## src/rtl/count_display_pkg.sv

```systemverilog
// Shared types, sizes and the 7-segment map for the count display.
// Holds the converter state enum, digit/BCD sizing and seg7_encode.
package count_display_pkg;

    localparam int unsigned CNT_W      = 7;
    localparam int unsigned NUM_DIGITS = 3;
    localparam int unsigned BCD_W      = 12;
    localparam int unsigned ITERS      = 7;
    localparam int unsigned SHREG_W    = BCD_W + CNT_W;
    localparam int unsigned ITER_W     = $clog2(ITERS);

    typedef enum logic [1:0] {
        IDLE  = 2'd0,
        SHIFT = 2'd1,
        DONE  = 2'd2
    } conv_state_e;

    // Active-high segments {g,f,e,d,c,b,a}; digits above 9 never occur and go dark.
    function automatic logic [6:0] seg7_encode(input logic [3:0] digit);
        logic [6:0] seg;
        case (digit)
            4'd0:    seg = 7'h3F;
            4'd1:    seg = 7'h06;
            4'd2:    seg = 7'h5B;
            4'd3:    seg = 7'h4F;
            4'd4:    seg = 7'h66;
            4'd5:    seg = 7'h6D;
            4'd6:    seg = 7'h7D;
            4'd7:    seg = 7'h07;
            4'd8:    seg = 7'h7F;
            4'd9:    seg = 7'h6F;
            default: seg = 7'h00;
        endcase
        return seg;
    endfunction

endpackage

```

## src/rtl/count_display_bin2bcd.sv

```systemverilog
// Sequential shift-and-add-3 binary to BCD converter.
// Ports: clk, rst (async active-low), count (binary in),
//        bcd ({hundreds,tens,ones}, held between conversions), valid.
module bin2bcd_seq
    import count_display_pkg::*;
(
    input  logic               clk,
    input  logic               rst,
    input  logic [CNT_W-1:0]   count,
    output logic [BCD_W-1:0]   bcd,
    output logic               valid
);

    conv_state_e          state_q, state_d;
    logic [CNT_W-1:0]     src_q, src_d;
    logic [SHREG_W-1:0]   shreg_q, shreg_d;
    logic [SHREG_W-1:0]   adj;
    logic [ITER_W-1:0]    iter_q, iter_d;
    logic [BCD_W-1:0]     bcd_q, bcd_d;
    logic                 valid_q, valid_d;
    logic                 start;

    // A new conversion is needed when the input moved or nothing is latched yet.
    assign start = (count != src_q) || !valid_q;

    // State register
    always_ff @(posedge clk or negedge rst) begin
        if (!rst) begin
            state_q <= IDLE;
        end else begin
            state_q <= state_d;
        end
    end

    // Next-state logic
    always_comb begin
        state_d = state_q;
        case (state_q)
            IDLE:    if (start) state_d = SHIFT;
            SHIFT:   if (iter_q == ITER_W'(ITERS - 1)) state_d = DONE;
            DONE:    state_d = IDLE;
            default: state_d = IDLE;
        endcase
    end

    // Add 3 to every BCD nibble that is 5 or more before the shift.
    always_comb begin
        adj = shreg_q;
        for (int i = 0; i < int'(NUM_DIGITS); i++) begin
            if (shreg_q[CNT_W + 4*i +: 4] >= 4'd5) begin
                adj[CNT_W + 4*i +: 4] = shreg_q[CNT_W + 4*i +: 4] + 4'd3;
            end
        end
    end

    // Datapath and outputs per state
    always_comb begin
        src_d   = src_q;
        shreg_d = shreg_q;
        iter_d  = iter_q;
        bcd_d   = bcd_q;
        valid_d = valid_q;
        case (state_q)
            IDLE: begin
                if (start) begin
                    src_d   = count;
                    shreg_d = {BCD_W'(0), count};
                    iter_d  = '0;
                end
            end
            SHIFT: begin
                shreg_d = adj << 1;
                iter_d  = iter_q + ITER_W'(1);
            end
            DONE: begin
                bcd_d   = shreg_q[SHREG_W-1:CNT_W];
                valid_d = 1'b1;
            end
            default: ;
        endcase
    end

    always_ff @(posedge clk or negedge rst) begin
        if (!rst) begin
            src_q   <= '0;
            shreg_q <= '0;
            iter_q  <= '0;
            bcd_q   <= '0;
            valid_q <= 1'b0;
        end else begin
            src_q   <= src_d;
            shreg_q <= shreg_d;
            iter_q  <= iter_d;
            bcd_q   <= bcd_d;
            valid_q <= valid_d;
        end
    end

    assign bcd   = bcd_q;
    assign valid = valid_q;

endmodule

```

## src/rtl/count_display.sv

```systemverilog
// Count display top: BCD conversion plus multiplexed 3-digit 7-segment drive
// with leading-zero blanking.
// Ports: clk, rst (async active-low), count (7-bit binary), bcd, valid,
//        seg {g..a} active-high, an digit enables (an[0]=ones .. an[2]=hundreds).
module count_display
    import count_display_pkg::*;
#(
    parameter int unsigned SCAN_DIV = 10000
)(
    input  logic               clk,
    input  logic               rst,
    input  logic [CNT_W-1:0]   count,
    output logic [BCD_W-1:0]   bcd,
    output logic               valid,
    output logic [6:0]         seg,
    output logic [2:0]         an
);

    localparam int unsigned DIV_W = $clog2(SCAN_DIV);

    logic [DIV_W-1:0] div_q, div_d;
    logic [1:0]       idx_q, idx_d;
    logic [6:0]       seg_q, seg_d;
    logic [2:0]       an_q, an_d;
    logic [3:0]       nib;
    logic             show;
    logic [2:0]       an_sel;

    bin2bcd_seq u_conv (
        .clk   (clk),
        .rst   (rst),
        .count (count),
        .bcd   (bcd),
        .valid (valid)
    );

    // Prescaler and digit index
    always_comb begin
        div_d = div_q + DIV_W'(1);
        idx_d = idx_q;
        if (div_q == DIV_W'(SCAN_DIV - 1)) begin
            div_d = '0;
            idx_d = (idx_q == 2'd2) ? 2'd0 : idx_q + 2'd1;
        end
    end

    // Digit select with leading-zero blanking; ones always shown once valid.
    always_comb begin
        nib    = 4'd0;
        show   = 1'b0;
        an_sel = 3'b000;
        case (idx_q)
            2'd0: begin
                nib    = bcd[3:0];
                show   = 1'b1;
                an_sel = 3'b001;
            end
            2'd1: begin
                nib    = bcd[7:4];
                show   = (bcd[11:8] != 4'd0) || (bcd[7:4] != 4'd0);
                an_sel = 3'b010;
            end
            2'd2: begin
                nib    = bcd[11:8];
                show   = (bcd[11:8] != 4'd0);
                an_sel = 3'b100;
            end
            default: ;
        endcase
        seg_d = 7'h00;
        an_d  = 3'b000;
        if (valid && show) begin
            seg_d = seg7_encode(nib);
            an_d  = an_sel;
        end
    end

    always_ff @(posedge clk or negedge rst) begin
        if (!rst) begin
            div_q <= '0;
            idx_q <= '0;
            seg_q <= '0;
            an_q  <= '0;
        end else begin
            div_q <= div_d;
            idx_q <= idx_d;
            seg_q <= seg_d;
            an_q  <= an_d;
        end
    end

    assign seg = seg_q;
    assign an  = an_q;

endmodule

```

## config.mk

```make
export PLATFORM = sky130hd
export DESIGN_NAME = count_display
export DESIGN_NICKNAME = d
export VERILOG_FILES = /design/src/rtl/count_display_pkg.sv /design/src/rtl/count_display_bin2bcd.sv /design/src/rtl/count_display.sv
export SDC_FILE = /design/constraint.sdc
export NUM_CORES = 1
export LEC_CHECK = 0
export CAP_MARGIN = 20
export CORE_MARGIN = 2
export CORE_UTILIZATION = 44
export CTS_CLUSTER_DIAMETER = 120
export DETAILED_ROUTE_END_ITERATION = 8
export GPL_ROUTABILITY_DRIVEN = 0
export GPL_TIMING_DRIVEN = 0
export PLACE_DENSITY = 0.73
export SETUP_SLACK_MARGIN = 0.4
export SYNTH_ARGS = -nofsm -noshare
export SYNTH_HDL_FRONTEND = slang
export SYNTH_HIERARCHICAL = 1
export SYNTH_SLANG_ARGS = --single-unit
```

## constraint.sdc

```tcl
create_clock -name clk -period 3.45 [get_ports clk]
set_input_delay 0.345 -clock clk [delete_from_list [all_inputs] [get_ports clk]]
set_output_delay 0.345 -clock clk [all_outputs]
set_load 0.05 [all_outputs]
```

* After elaboration in Yosys (flattened, before gate mapping)
Memories as Yosys holds them, arrays and structs flattened.
Index checks and enable logic that the tools add are counted.
** Operators by class
- $add $sub $neg :: 6
- $lt $le $gt $ge :: 3
- Eq/ne operators :: 9
- Mux-type cells :: 17
- Reduce and logical (&&, ||, !) cells :: 12
** Operators by type and width (count)
- 19-bit one-hot mux with 2 select lines :: 1
- 19-bit 2-to-1 mux :: 1
- 14-bit by 1-bit adder with 14-bit output (second input constant) :: 1
- 14-bit == test (second input constant) :: 1
- 14-bit 2-to-1 mux :: 1
- 4-bit by 3-bit >= comparator with 1-bit output (second input constant) :: 3
- 4-bit one-hot mux with 3 select lines :: 1
- 3-bit 2-to-1 mux :: 3
- 3-bit one-hot mux with 3 select lines :: 1
- 4-bit by 2-bit adder with 4-bit output (second input constant) :: 2
- 4-bit 2-to-1 mux :: 2
- 4-bit nonzero test :: 2
- 7-bit 2-to-1 mux :: 1
- 7-bit != test :: 1
- 2-bit 2-to-1 mux :: 3
- 3-bit one-hot mux with 2 select lines :: 1
- 2-bit AND reduction :: 3
- 2-bit by 1-bit == test with 1-bit output (second input constant) :: 2
- 2-bit == test (second input constant) :: 2
- 2-bit zero test :: 2
- 2-bit by 1-bit != test with 1-bit output (second input constant) :: 2
- 2-bit one-hot mux with 2 select lines :: 1
- 3-bit by 1-bit adder with 3-bit output (second input constant) :: 1
- 3-bit by 2-bit adder with 3-bit output (second input constant) :: 1
- other kinds (7) :: 8
** Storage, ports and cells
- Flip-flop bits (word level) :: 70
- Bits in read-only memories :: 112
- Input port bits :: 9
- Output and inout bits :: 23
- Word-level logic and storage cells :: 58
- Memories kept :: 1
** Memories
- (name not given) :: words 16, width 7, read ports 1, clocked after memory_dff 0, write ports 0, line count_display_pkg.sv:21 : case (digit)

* Longest topological paths before layout
Gate-level depths: netlist of the first run.
- Depth after elaboration :: 5
- Gate-level depth with buffers :: 7
- Mapped depth without buffers :: 6

* Cells and area by module
The synthesis of the first run kept the hierarchy.
** By module, submodules not included
- bin2bcd_seq :: times used 1, cells each 191, area an instance 2099.5 um^2, seq. area each 1101.1 um^2
- count_display :: times used 1, cells each 123, area an instance 1407.6 um^2, seq. area each 650.6 um^2

* Worst setup path before layout of the first run
Ideal clock, no wire load.
- Path kind :: register to register
- Start point :: register u_conv.bcd_q[5], in the netlist u_conv/bcd[5]
- End point :: register seg_q[6], in the netlist seg[6]
- Library setup time :: 87 ps
- Arrival :: 1738 ps
- Required time :: 3363 ps
- Setup slack :: 1625 ps
- Cell stages (with the launch flop) :: 7
- Path buffers :: 0
- Clock period less this slack :: 1825 ps
- Cell sequence :: dfrtp_1 mux2i_1 a2bb2oi_2 inv_1 ha_1 o221a_2 nor3_1
** Between the ends
- Longest elaborated chain between the ends :: 5
- Elaborated cells between the ends (all ways) :: 7
- Those cells by class :: mux (3); reduce/logical (3); memory (1)
** RTL lines
- from (decl) :: line count_display_bin2bcd.sv:19 : logic [BCD_W-1:0] bcd_q, bcd_d;
- from (signal assigned) :: line count_display_bin2bcd.sv:88 : bcd_q <= '0;
- from (signal assigned) :: line count_display_bin2bcd.sv:94 : bcd_q <= bcd_d;
- branches (longest 4 deep; another with memory read 16 x 7 bit)
- 7-bit 2-to-1 mux (*) :: line count_display.sv:72 : if (valid && show) begin
- net seg_d[6] :: line count_display.sv:23 : logic [6:0] seg_q, seg_d;
- to (signal assigned) :: line count_display.sv:87 : seg_q <= seg_d;
- to (decl) :: line count_display.sv:23
Mark *: on every way through the listed nets, which the timed path passes.
A chain may end at the register's enable or synchronous reset.

* Final worst setup path of the first run
- Start point :: register u_conv.valid_q, in the netlist u_conv/valid
- End point :: output port valid
** RTL lines
- from (decl) :: line count_display_bin2bcd.sv:20 : logic valid_q, valid_d;
- from (signal assigned) :: line count_display_bin2bcd.sv:95 : valid_q <= valid_d;
- to (decl) :: line count_display.sv:14 : output logic valid,
No word-level cell between the ends.

==> flow_summary.json, run 1 <==
{
  "status": "completed",
  "path_delay_family": "buffers and inverters",
  "drt-pass1-iter-count": 4,
  "die_y_um": 93.3,
  "p_int_w": 0.00217,
  "initial_core_util_pct": 45.4,
  "drive_above_1_share_pct": 16.3,
  "synthFlopType": "dfrtp_1",
  "routed_via_density": 5.24,
  "grt_antenna_before_repair": 0,
  "period_share_pct": 58.9,
  "worst_slew_pin_slew_ns": 0.846,
  "syn2layout_area_growth_pct": 18.8,
  "crit_required_ns": 3.11,
  "p_leak_nw": 1.82,
  "ys_warn_count": 6,
  "cts_sinks": 70,
  "max_stage_delay_ns": 0.86,
  "end_kind": "output port",
  "fp.dieArea_um2": 8700,
  "drt_iter0_drc": 75,
  "clk_path_buf_depth": 2,
  "powerDensity_nw_per_um2": 874,
  "seq_area_frac_synth_pct": 49.9,
  "ctsHoldBuffers": 0,
  "r2r-start": "idx_q[1]",
  "htreeDepth": 3,
  "multi_input_area_um2": 1590,
  "yosys-top-cells-area": "dfrtp_1 50%, mux2_2 5.1%, ha_1 4.3%, nand2_1 4.0%, xor2_1 3.2%",
  "avgSynthCellArea_um2": 11.2,
  "switching_share_pct": 40.3,
  "placed_cell_area_um2": 3940,
  "core_area_um2": 7730,
  "syn-cell-area_um2": 3510,
  "tritoncts": "yes",
  "power_frac_comb_pct": 44.3,
  "pre_cts_ws_ns": 1.13,
  "seqCellArea_um2": 1750,
  "maxCapViolations": 0,
  "rsz0062_at_grt": "no",
  "crit_chain": "clkdlybuf4s50_1",
  "drt_wl_total_um": 6620,
  "p_switching_w": 0.00147,
  "grt_max_degree": 71,
  "path_clk_slew_ns": 0.07,
  "rows": 32,
  "skew_ns": 0.00700,
  "async_flop_share_pct": 100,
  "synth.top_cell.area_share_pct": 49.9,
  "pwr-share-clk_pct": 20.0,
  "min_period_ns": 2.03,
  "synth_nets": 335,
  "cts_root_buf": "clkbuf_8",
  "worstPathArrival_ns": 1.69,
  "cp_max_fo": 7,
  "hold_path_class": "primary input to async pin",
  "r2r-end": "seg[6]",
  "cp-start-kind": "register",
  "holdWs_ns": 0.102,
  "fmax_mhz": 492,
  "final_hold_viol_count": 0,
  "nets": 377,
  "cts-buffers-inserted": 9,
  "overflow": 0,
  "grt_first_pass_wirelength_um": 11400,
  "grt_usage_pct": 16.6,
  "fillers": 687,
  "synth.largest_area_cell": "dfrtp_1",
  "setup_viol": 0,
  "grt_pass1_vias": 2387,
  "cts_setup_buffers": 0,
  "peakVddDrop_v": 0.000321,
  "pin_count": 32,
  "pwr-share-seq_pct": 35.7,
  "synth_cell_types": 49,
  "dpl.hpwl_um": 4650,
  "critPathBufInv": 1,
  "path_class": "register to output port",
  "r2r_slack_ns": 1.60,
  "clkLatencyLatePin_ns": 0.34,
  "die_x_um": 93.3,
  "synth_edf_count": 0,
  "ant_nets": 0,
  "synth-seq-cells": 70,
  "slew-limit-headroom_pct": 43.6,
  "reg2reg_depth": 6,
  "wl_per_cell_um": 14.3,
  "fin_setup_tns_ns": 0,
  "n_antenna_cell": 0,
  "fin_area_um2": 4170,
  "layout_setup_ws_ns": 1.42,
  "power_w": 0.00364,
  "drcViolationCount": 0,
  "slowest_stage": "clkdlybuf4s50_1",
  "cts-resized-gates": 0,
  "vias": 2427,
  "syn_inst": 314,
  "maxSlewViolCount": 0,
  "port_buffers": 31
}
Yosys cell counts, types with 2 or more instances:
| cell | instances |
|---|---|
| dfrtp_1 | 70 |
| nand4_1 | 3 |
| a31oi_1 | 4 |
| o21ai_0 | 13 |
| o221ai_1 | 6 |
| inv_1 | 23 |
| a2bb2oi_2 | 2 |
| o32ai_1 | 2 |
| a21oi_1 | 6 |
| and3_1 | 2 |
| buf_2 | 4 |
| nor4b_1 | 4 |
| nor4_1 | 3 |
| mux2i_1 | 5 |
| a211oi_1 | 2 |
| nor3_1 | 4 |
| mux2_2 | 16 |
| buf_6 | 3 |
| xnor2_1 | 12 |
| xor2_1 | 13 |
| o22ai_1 | 8 |
| nand2b_1 | 7 |
| nand2_1 | 37 |
| nand3_1 | 6 |
| o2bb2ai_1 | 2 |
| and4_1 | 4 |
| ha_1 | 12 |
| clkbuf_1 | 6 |
| a2bb2oi_4 | 2 |
| nor2b_1 | 2 |
| mux2_4 | 3 |
| nor2_1 | 11 |
cell families (layout without fill, tap and decap cells):
kind of cell,count (synthesis),in the layout,share of synthesized area (%)
compound gates,56,56,12.8
xor+xnor,25,25,6.24
fa+ha+maj,12,12,4.28
buf+inv,36,83,4.64
flops,70,70,49.9
mux,25,25,8.24
simple gates,90,90,13.9
cells in the final DEF, fill, tap and decap left out, types with 3 or more instances in the layout:
cell,n
mux2_4,3
clkbuf_1,6
nand4_1,3
nand2_1,37
a31oi_1,4
mux2_2,16
mux2i_1,5
o22ai_1,8
and4_1,4
nor3_1,4
nor4_1,3
inv_1,23
nand2b_1,7
o221ai_1,6
nand3_1,6
ha_1,12
clkbuf_8,10
xnor2_1,12
xor2_1,13
o21ai_0,13
clkdlybuf4s50_1,30
buf_6,3
nor4b_1,4
dfrtp_1,70
a21oi_1,6
nor2_1,11
buf_2,4
cell type report:
| type | count | share of cell area, % |
|---|---|---|
| inverter | 23 | 2.07 |
| buffer | 13 | 1.83 |
| clock buffer | 10 | 3.30 |
| clock inverter | 6 | 2.04 |
| timing repair buffer | 31 | 7.39 |
| tap | 102 | 3.06 |
| multi-input combinational | 208 | 38.2 |
| sequential | 70 | 42.1 |
through the flow:
step	cells	util [%]
floorplan	314	-
global placement	447	51.1
detailed placement	447	51.0
CTS	463	53.9
global route	463	53.9
finish	463	53.9
how the worst max path moves through the flow:
stage                        startpoint            endpoint  slack (ns)  depth (start not counted)
final                      u_conv/valid               valid        1.42                          1
after floorplan           u_conv/bcd[5]              seg[6]        1.62                          6
after CTS                  u_conv/valid               valid        1.40                          1
after global routing       u_conv/valid               valid        1.36                          1
after global placement              rst  u_conv/shreg_q[16]       -0.25                          1
after detailed placement       count[0]   u_conv/shreg_q[5]        1.13                          5
sequential cells by signal, indices dropped and copies added (netlist names):
| register | flops |
|---|---|
| an | 3 |
| div_q | 14 |
| idx_q | 2 |
| seg | 7 |
| u_conv/bcd | 12 |
| u_conv/iter_q | 3 |
| u_conv/shreg_q | 19 |
| u_conv/src_q | 7 |
| u_conv/state_q | 2 |
| u_conv/valid | 1 |
layer usage:
layer | track usage [%] | part of all wire, % | up-vias
met4 | 8.21 | 1.6 | 0
met3 | 3.06 | 3.2 | 9
li1 | - | - | 1185
met5 | 0 | 0 | -
met1 | 21.0 | 45 | 1189
met2 | 27.4 | 50 | 44
power groups by stage:
| stage | registers (W) | logic (W) | clock network, W |
|---|---|---|---|
| after floorplan | 0.00159 | 0.000885 | 0 |
| after global placement | 0.00130 | 0.00157 | 0 |
| after detailed placement | 0.00131 | 0.00161 | 0 |
| after CTS | 0.00130 | 0.00162 | 0.000752 |
| after global routing | 0.00134 | 0.00177 | 0.000781 |
| final | 0.00130 | 0.00161 | 0.000729 |
No activity file was read; power rests on OpenSTA's default activity.
==> inputs of run 2 (changes only) <==
==> constraint.sdc (replaced) <==
create_clock -name clk -period 1.98 [get_ports clk]
set_input_delay 0.198 -clock clk [delete_from_list [all_inputs] [get_ports clk]]
set_output_delay 0.198 -clock clk [all_outputs]
set_load 0.05 [all_outputs]
==> run 2 against run 1 <==
Effect of this change: the run now ends with hold timing left; setup slack got worse by 1.2 ns; non-clock buffer count rose by 31; worst hold slack got worse by 0.15 ns; critical endpoint is now seg[5].
==> flow_summary.json, run 2 (synthesis results as in run 1) <==
{
  "n_antenna_cell": 0,
  "cp-start-kind": "register",
  "grt_first_pass_wirelength_um": 12400,
  "tritoncts": "yes",
  "powerDensity_nw_per_um2": 1570,
  "initial_core_util_pct": 45.4,
  "max_stage_delay_ns": 0.37,
  "drt_iter0_drc": 93,
  "pre_cts_ws_ns": -0.133,
  "pin_count": 32,
  "largest-register": "u_conv/shreg_q",
  "peakVddDrop_v": 0.000570,
  "drive_above_1_share_pct": 38.8,
  "crit_chain": "buf_6 > mux2i_4 > a2bb2oi_4 > inv_2 > ha_4 > buf_6 > nor3_2 > o21ba_2",
  "holdWs_ns": -0.0438,
  "period_share_pct": 90.1,
  "drt-pass1-iter-count": 4,
  "critPathBufInv": 3,
  "cp_common_cell": "buf_6",
  "layout_commonest_cell": "dfrtp_1",
  "fin_area_um2": 4820,
  "cts_root_buf": "clkbuf_8",
  "grt_antenna_before_repair": 0,
  "cp_max_fo": 7,
  "cts_sinks": 70,
  "fmax_mhz": 560,
  "end_kind": "register",
  "rows": 32,
  "die_y_um": 93.3,
  "clk_path_buf_depth": 2,
  "core_area_um2": 7730,
  "final_hold_viol_count": 20,
  "worst_slew_pin_slew_ns": 0.903,
  "rsz0062_at_grt": "yes",
  "routed_via_density": 5.44,
  "nets": 408,
  "port_buffers": 31,
  "grt_max_degree": 71,
  "hold_path_class": "primary input to async pin",
  "drcViolationCount": 0,
  "slew-limit-headroom_pct": 39.8,
  "wl_per_cell_um": 17.3,
  "dpl.hpwl_um": 4620,
  "grt_usage_pct": 18.1,
  "worstPathArrival_ns": 2.07,
  "status": "complete, but fails checks",
  "path_delay_family": "compound AO/OA/AOI/OAI gates",
  "min_period_ns": 1.78,
  "crit_required_ns": 2.26,
  "fp.dieArea_um2": 8700,
  "grt_pass1_vias": 2618,
  "overflow": 0,
  "syn2layout_area_growth_pct": 37.3,
  "fillers": 557,
  "htreeDepth": 3,
  "layout_common_cells": "63 x dfrtp_1, 36 x nand2_1, 19 x buf_6",
  "ctsHoldBuffers": 0,
  "path_class": "register to register",
  "die_x_um": 93.3,
  "path_clk_slew_ns": 0.08,
  "layout_setup_ws_ns": 0.196,
  "p_leak_nw": 2.12,
  "clkLatencyLatePin_ns": 0.34,
  "violations": "hold timing",
  "slowest_stage": "dfrtp_1",
  "skew_ns": 0.00898,
  "vias": 2689,
  "final_util_pct": 62.3,
  "cts-buffers-inserted": 9,
  "setup_viol": 0,
  "maxCapViolations": 0,
  "drt_wl_total_um": 8540,
  "fin_setup_tns_ns": 0,
  "ant_nets": 0,
  "placed_cell_area_um2": 3960,
  "largest_reg_flops": 19,
  "maxSlewViolCount": 0
}
[run 2: cell count changes in the layout (fill, tap and decap cells not counted), moves of 6 or more]
cell             before  now
dfrtp_1              70   63
clkbuf_2              0    8
ha_1                 12    6
dfrtp_2               0    7
clkdlybuf4s50_1      30    6
dlygate4sd2_1         0   18
buf_4                 1   17
inv_1                23   17
buf_6                 3   19
inv_2                 0    6
[run 2: metal layers]
metal | GRT usage, % | vias to the layer above | routed length [um]
li1 | - | 1250 | -
met1 | 21.9 | 1350 | 3530
met2 | 30.7 | 70 | 4420
met3 | 4.11 | 19 | 329
met4 | 8.58 | 0 | 261
met5 | 0 | - | 0
[run 2: path summary, 6_finish.rpt]
path,start,endpoint,slack (ns),cells after the start
setup / recovery,idx_q[0],seg[5],0.20,8
setup reg to reg,idx_q[0],seg[5],0.20,8
hold / removal,rst,div_q[5],-0.04,1
max in group asynchronous,rst,u_conv/bcd[4],1.35,1
hold reg to reg,u_conv/shreg_q[0],u_conv/shreg_q[1],0.49,2
min in group clk,count[4],u_conv/src_q[4],0.24,2
[run 2: report_power, final]
part | internal, W | total [W] | switching [W]
clock network | 0.000812 | 0.00134 | 0.000526
registers | 0.00189 | 0.00236 | 0.000471
logic | 0.00174 | 0.00387 | 0.00213
total | 0.00445 | 0.00757 | 0.00312
[run 2: area by class of cell]
cell class,instances,area [um^2],area share (%)
inverters,23,86.3,1.79
multi-input cells,208,1940,40.2
well taps,102,128,2.65
clock buffers,13,169,3.51
flip-flops and latches,70,1760,36.6
plain buffers,13,100,2.08
repair buffers,62,569,11.8
clock inverters,3,65.1,1.35
[run 2: stage by stage]
step                      instances  hold WS [ns]  total power (W)
after floorplan                 314       -0.0976          0.00433
after detailed placement        447         0.374          0.00511
after global routing            494        0.0319          0.00795
after CTS                       482       0.00105          0.00685
after global placement          447         0.464          0.00502
final                           494       -0.0438          0.00757
[run 2: worst register-to-register path, stage by stage, from the launching register on]
cell and delay (ns):
dfrtp_1 0.37, buf_6 0.16, mux2i_4 0.28, a2bb2oi_4 0.22, inv_2 0.09, ha_4 0.18
buf_6 0.12, nor3_2 0.13, o21ba_2 0.17
[run 2: repair_timing]
item | in CTS | in global routing
resized for setup | 57 | 69
endpoints found under the setup margin | 58 | 48
setup buffers | 18 | 12
pin swaps | 14 | 16
gates cloned | 1 | 0
